### src/rtl/otter_pkg.sv
`default_nettype none
// ============================================================================
//  Module      : otter_pkg
//  Description : Shared types for the OTTER control path: RV32 major opcodes,
//                control-unit state encoding and SYSTEM func3 codes. Used by
//                the control FSM and by the instruction decoder.
//  Revision    : 1.0 - initial release
// ============================================================================
package otter_pkg;

   // RV32I major opcodes (ir[6:0])
   typedef enum logic [6:0] {
      LUI    = 7'b0110111,
      AUIPC  = 7'b0010111,
      JAL    = 7'b1101111,
      JALR   = 7'b1100111,
      BRANCH = 7'b1100011,
      LOAD   = 7'b0000011,
      STORE  = 7'b0100011,
      OP_IMM = 7'b0010011,
      OP_RG3 = 7'b0110011,
      SYSTEM = 7'b1110011
   } opcode_t;

   // Control-unit states
   typedef enum logic [2:0] {
      INIT  = 3'd0,
      FETCH = 3'd1,
      EXEC  = 3'd2,
      WB    = 3'd3,
      INTR  = 3'd4
   } state_t;

   // SYSTEM-opcode func3 selections recognised by the control unit
   localparam logic [2:0] F3_MRET  = 3'b000;
   localparam logic [2:0] F3_CSRRW = 3'b001;

endpackage : otter_pkg
`default_nettype wire

### src/rtl/cu_fsm.sv
`default_nettype none
// ============================================================================
//  Module      : cu_fsm
//  Description : OTTER multi-cycle control unit. Sequences register-file
//                clear, instruction fetch, execute, load write-back and
//                interrupt entry; all datapath strobes are combinational
//                from state, opcode, func3 and mem_ack.
//  Revision    : 1.0 - initial release
// ============================================================================
module cu_fsm
   import otter_pkg::*;
#(
   parameter int INIT_CYCLES = 2    // rf_rst cycles after reset release, 1..15
) (
   input  logic       clk,
   input  logic       rst_n,
   input  logic [6:0] opcode,
   input  logic [2:0] func3,
   input  logic       intr,
   input  logic       mie,
   input  logic       mem_ack,
   output logic       pc_write,
   output logic       reg_write,
   output logic       mem_we2,
   output logic       mem_rden1,
   output logic       mem_rden2,
   output logic       rf_rst,
   output logic       csr_we,
   output logic       int_taken,
   output logic       mret_exec
);

   localparam logic [3:0] CNT_RST = 4'(INIT_CYCLES - 1);

   state_t     state_q, state_d;
   logic [3:0] cnt_q,   cnt_d;
   logic       pend_q,  pend_d;

   logic       irq;        // qualified interrupt request this cycle
   logic       done;       // instruction completes this cycle
   logic       is_mret;    // completing instruction is MRET

   assign irq = intr & mie;

   // State, INIT down-counter and interrupt-pending flag
   always_ff @(posedge clk or negedge rst_n) begin
      if (!rst_n) begin
         state_q <= INIT;
         cnt_q   <= CNT_RST;
         pend_q  <= 1'b0;
      end else begin
         state_q <= state_d;
         cnt_q   <= cnt_d;
         pend_q  <= pend_d;
      end
   end

   // Next-state, counter, pending flag and datapath strobes
   always_comb begin
      state_d   = state_q;
      cnt_d     = cnt_q;
      pend_d    = pend_q | irq;
      pc_write  = 1'b0;
      reg_write = 1'b0;
      mem_we2   = 1'b0;
      mem_rden1 = 1'b0;
      mem_rden2 = 1'b0;
      rf_rst    = 1'b0;
      csr_we    = 1'b0;
      int_taken = 1'b0;
      mret_exec = 1'b0;
      done      = 1'b0;
      is_mret   = 1'b0;

      case (state_q)
         INIT: begin
            rf_rst = 1'b1;
            if (cnt_q == 4'd0) begin
               state_d = FETCH;
            end else begin
               cnt_d = cnt_q - 4'd1;
            end
         end

         FETCH: begin
            mem_rden1 = 1'b1;
            if (mem_ack) begin
               state_d = EXEC;
            end
         end

         EXEC: begin
            case (opcode)
               LUI, AUIPC, JAL, JALR, OP_IMM, OP_RG3: begin
                  pc_write  = 1'b1;
                  reg_write = 1'b1;
                  done      = 1'b1;
               end
               LOAD: begin
                  // Issue the data read here; completion happens in WB
                  mem_rden2 = 1'b1;
                  state_d   = WB;
               end
               STORE: begin
                  mem_we2 = 1'b1;
                  if (mem_ack) begin
                     pc_write = 1'b1;
                     done     = 1'b1;
                  end
               end
               SYSTEM: begin
                  pc_write = 1'b1;
                  done     = 1'b1;
                  if (func3 == F3_CSRRW) begin
                     csr_we    = 1'b1;
                     reg_write = 1'b1;
                  end else if (func3 == F3_MRET) begin
                     mret_exec = 1'b1;
                     is_mret   = 1'b1;
                  end
               end
               default: begin
                  // BRANCH and every unrecognised opcode only advance the PC
                  pc_write = 1'b1;
                  done     = 1'b1;
               end
            endcase
         end

         WB: begin
            mem_rden2 = 1'b1;
            if (mem_ack) begin
               reg_write = 1'b1;
               pc_write  = 1'b1;
               done      = 1'b1;
            end
         end

         INTR: begin
            int_taken = 1'b1;
            pc_write  = 1'b1;
            state_d   = FETCH;
         end

         default: begin
            state_d = INIT;
            cnt_d   = CNT_RST;
         end
      endcase

      // MRET never chains straight into interrupt entry; a pending request
      // stays latched and is taken after the following instruction.
      if (done) begin
         state_d = ((pend_q | irq) && !is_mret) ? INTR : FETCH;
      end

      if (state_d == INTR) begin
         pend_d = 1'b0;
      end
   end

endmodule : cu_fsm
`default_nettype wire

### config.mk
export PLATFORM = sky130hd
export DESIGN_NAME = cu_fsm
export DESIGN_NICKNAME = d
export VERILOG_FILES = /design/src/rtl/otter_pkg.sv /design/src/rtl/cu_fsm.sv
export SDC_FILE = /design/constraint.sdc
export NUM_CORES = 1
export LEC_CHECK = 0
export ABC_AREA = 1
export BUFFER_PORTS_ARGS = -buffer_cell sky130_fd_sc_hd__buf_4
export CORE_MARGIN = 1
export CORE_UTILIZATION = 47
export DETAILED_ROUTE_END_ITERATION = 16
export GPL_ROUTABILITY_DRIVEN = 0
export GPL_TIMING_DRIVEN = 0
export MAX_ROUTING_LAYER = met4
export PLACE_DENSITY = 0.83
export SETUP_SLACK_MARGIN = 0.02
export SYNTH_ARGS = -nofsm -noshare
export SYNTH_HDL_FRONTEND = slang
export SYNTH_SLANG_ARGS = --single-unit
### constraint.sdc
create_clock -name clk -period 1.7 [get_ports clk]
set_clock_uncertainty 0.15 [all_clocks]
set_input_delay 0.255 -clock clk [delete_from_list [all_inputs] [get_ports clk]]
set_output_delay 0.255 -clock clk [all_outputs]
set_load 0.01 [all_outputs]
# Yosys cells after proc, flatten, opt, wreduce, memory -nomap -nowiden
# Cells that the tools add are included.
# classes
addsub,1
eq_ne,16
muxes,29
n_bitwise,3
n_reduce_logical,8
# op_table
operator,n
"7-bit by 6-bit == test with 1-bit output, second input constant",3
"7-bit == test, second input constant",3
1-bit 2-to-1 mux,15
3-bit 2-to-1 mux,5
3-bit case mux with 5 select lines,1
"7-bit by 5-bit == test with 1-bit output, second input constant",2
1-bit case mux with 2 select lines,5
4-bit case mux with 2 select lines,1
"7-bit by 2-bit == test with 1-bit output, second input constant",1
"3-bit by 1-bit == test with 1-bit output, second input constant",2
"3-bit by 2-bit == test with 1-bit output, second input constant",2
"3-bit == test, second input constant",2
3-bit zero test,2
6-bit OR reduction,1
4-bit zero test,1
4-bit 2-to-1 mux,1
4-bit OR reduction,1
"4-bit by 1-bit subtractor with 4-bit output, second input constant",1
1-bit case mux with 3 select lines,1
"2-bit != test, second input constant",1
2-bit AND reduction,1
1-bit AND,1
1-bit logical AND,1
1-bit zero test,1
2 further kinds,2
# totals
regBits,8
in_bits,15
out_inout_bits,9
word_cells,60

# Logic depth before layout (Yosys ltp)
# depth
ltp_word,11
ltp_mapped,9
ltp_nobuf,9

# Least setup slack after synthesis
# OpenSTA, ideal clock, no wires.
# synth_path
path_type,register to output
startpoint,register state_q[0]
endpoint,output port mem_we2
arrival_time_ps,1034
required_time_ps,1295
setup_slack_ps,261
stages_incl_launch_ff,4
path_buffers,0
path_cell_list,dfrtp_1 -> inv_1 -> nand3_4 -> nor4_1
# synth_between
elab_chain_len,2
# synth_rtl
item,line,text
from (decl),cu_fsm.sv:35,"state_t state_q, state_d;"
from (signal assigned),cu_fsm.sv:52,state_q <= state_d;
3-bit by 2-bit == test with 1-bit output,cu_fsm.sv:75,case (state_q)
1-bit 2-to-1 mux,cu_fsm.sv:75,
to (decl),cu_fsm.sv:24,"output logic mem_we2,"
# Every way passes these cells.

# Final worst setup path
# layout_path
startpoint,register state_q[2]
endpoint,output port pc_write
# layout_between
elab_chain_len,2
elab_cells_between_ends,4
classes_between,3 x eq/ne; 1 x mux
# layout_rtl
item,line,text
3-bit == test / 3-bit by 2-bit == test with 1-bit output (equally long branches),cu_fsm.sv:75,
1-bit case mux with 3 select lines *,cu_fsm.sv:75,
to (decl),cu_fsm.sv:22,"output logic pc_write,"
# Every way passes the cells marked *; elsewhere a longest branch is shown, timed or not.

==> impl_metrics.toml <==
[sta]
fmax_mhz = 564
fin_crit_sh_pct = 104
setup_viol = 4
report.final.slew_viol_count = 0
hold_viol = 0
slew_headroom_pct = 79.7
setup_ws_ns = -0.0728
fin_crit_ns = 1.77
rsz0062_at_grt = "yes"
worst_pin_slew_ns = 0.302

[cells_and_area]
final_util_pct = 76.8
insertedDiodeCount = 0
syn_to_final_growth_pct = 52.0
fillerInstances = 93
layout-drive-gt1-share_pct = 45.6
final_cells = 151
nets = 154

[synth]
yosys_warnings = 0
netlist_instances = 98
synth-seq-area-share_pct = 31.0
async_reset_ff_share_pct = 100
synth_cell_types = 21
ys.flop_type = "dfrtp_1"
synth_fp_nets = 115
syn_area_sq_um = 649
synth-edff-count = 0
postSynthAreaPerCell_sq_um = 6.63
ys_ff_latch = 8

[status]
violations = "negative setup slack"
status = "finished with violations"

[floorplan]
die_w_um = 39.2
io_pins = 24
dieArea_sq_um = 1530
start_util_pct = 50.5
fp-row-count = 13
fp.dieH_um = 39.2
core_region_area_sq_um = 1280

[route]
drt_first_pass_iters = 4
via_per_inst = 4.96
ant_nets = 0
wl_met1_um = 674
wl_um = 1540
wl_met2_um = 795
top_layer_used = "met4"
wl_met3_um = 55
first_iter_violations = 11
drc = 0
vias = 749
wl_per_cell_um = 10.2

[grt]
grt_pass1_vias = 658
antenna_found_initial = 0
track_usage_pct = 24.5
grt_max_degree = 9
grt_pass1_wl_um = 2520
overflow = 0

[power_and_ir_drop]
leakage_nw = 0.529
powerDensity_nw_per_um2 = 1400
fin_total_pwr_mw = 1.38
peakVddDrop_mv = 0.728

[worst_hold_path]
min-delay-path-class = "input pin to flop"

[critical_path]
crit_arrival_ns = 1.37
cpMostUsedCell = "nand2_2"
cp.required_ns = 1.29
critPathMaxStageDelay_ns = 0.41
slowest_stage = "dfrtp_2"
rrSetupSlack_ns = 0.18
crit_fanout = 6
critPathKind = "flop to primary output"
path_cells = "inv_4 > nand3_4 > nor2_4 > nand2_2 > nand2_2 > or2_1 > buf_6"
critical_path_buf_inv_count = 2
crit_path_start_kind = "flop"
cp-end-kind = "primary output"
cp_top_family = "simple AND/OR/NAND/NOR gates"

[clocking]
clk_latency_ns = 0.25
clock-sinks = 8
h-tree-depth = 1
root_buffer = "clkbuf_4"
cts_buffer_depth = 2
numCtsBuffers = 3
cts_tree = "yes"
path_clk_slew_ns = 0.06

[placement]
port_buffers = 23
dp_hpwl_um = 1170
dp.cells = 136
pre_cts_ws_ns = 0.0437

[flow_run]
cap_violations = 0
==> flip-flops by register name, summed over array words and instances, names as in the netlist <==
register and cells:
cnt_q 4, state_q 3, pend_q 1
==> cells in the mapped netlist (2+ instances only) <==
cell / n / area share [%]
nor2_2: 3 / 2.9
nand3_1: 9 / 6.9
ha_1: 2 / 3.9
nand2_2: 6 / 5.8
a21oi_1: 6 / 4.6
o21ai_0: 5 / 3.9
nand2_1: 17 / 9.8
inv_2: 5 / 2.9
inv_1: 13 / 7.5
nor3_1: 3 / 2.3
nor2_1: 13 / 7.5
dfrtp_1: 7 / 27
==> logic make-up (layout without fill, tap and decap cells) <==
group	count (synthesis)	in the layout	share of synthesized area, %
simple gates	57	57	44.3
buf+inv	18	56	10.4
compound gates	13	13	10.4
flops	8	8	31.0
fa+ha+maj	2	2	3.85
==> where the power goes <==
part	switching (mW)	total [mW]	leakage, nW	internal [mW]
sequential	0.0721	0.368	0.0943	0.296
combinational	0.461	0.861	0.419	0.399
clock	0.0646	0.154	0.0150	0.0898
total	0.598	1.38	0.529	0.785
==> layout by cell type (no fill, tap or decap), types with 5 or more instances in the layout <==
cell	instances
a21oi_1	6
buf_4	31
dfrtp_1	5
inv_1	11
inv_2	6
nand2_1	16
nand2_2	7
nand3_1	8
nor2_1	11
o21ai_0	5
==> worst min-delay path: stages <==
cell and delay, ns:
buf_4 0.08, a21oi_1 0.06, a21oi_1 0.11
==> what timing repair did <==
item | CTS | global route
cloned | 0 | 0
gates resized for setup | 9 | 4
pin swaps | 4 | 1
hold endpoints to repair | 8 | 0
setup buffers | 8 | 2
hold buffers | 1 | 0
endpoints found under the setup margin | 6 | 7
==> cell type report <==
cell class / instances / area [sq um] / area share, %
well taps: 15 / 18.8 / 1.90
flip-flops and latches: 8 / 204 / 20.7
repair buffers: 34 / 265 / 26.9
multi-input cells: 72 / 403 / 40.8
inverters: 18 / 70.1 / 7.10
clock buffers: 4 / 26.3 / 2.66
==> metal layers <==
layer | global-route usage [%] | vias up
li1 | - | 393
met1 | 32.1 | 335
met2 | 40.0 | 19
met3 | 1.73 | 2
met4 | 7.76 | 0
met5 | - | -
==> worst paths after layout <==
check | start | to | cells past startpoint
setup / recovery | state_q[2] | pc_write | 7
setup reg to reg | cnt_q[0] | cnt_q[3] | 8
min in group asynchronous | rst_n | state_q[1] | 2
hold reg to reg | pend_q | pend_q | 2
hold / removal | mie | pend_q | 3
max in group asynchronous | rst_n | cnt_q[0] | 2
==> stage by stage <==
stage | area (sq um) | hold slack [ns] | setup TNS (ns)
6_report | 987 | 0.142 | -0.190
5_1_grt | 987 | 0.152 | -0.532
4_1_cts | 960 | 0.144 | -0.125
3_5_place_dp | 841 | -0.0762 | 0
3_3_place_gp | 841 | -0.0755 | 0
2_1_floorplan | 649 | -0.191 | 0
No activity file was read; power rests on OpenSTA's default activity.
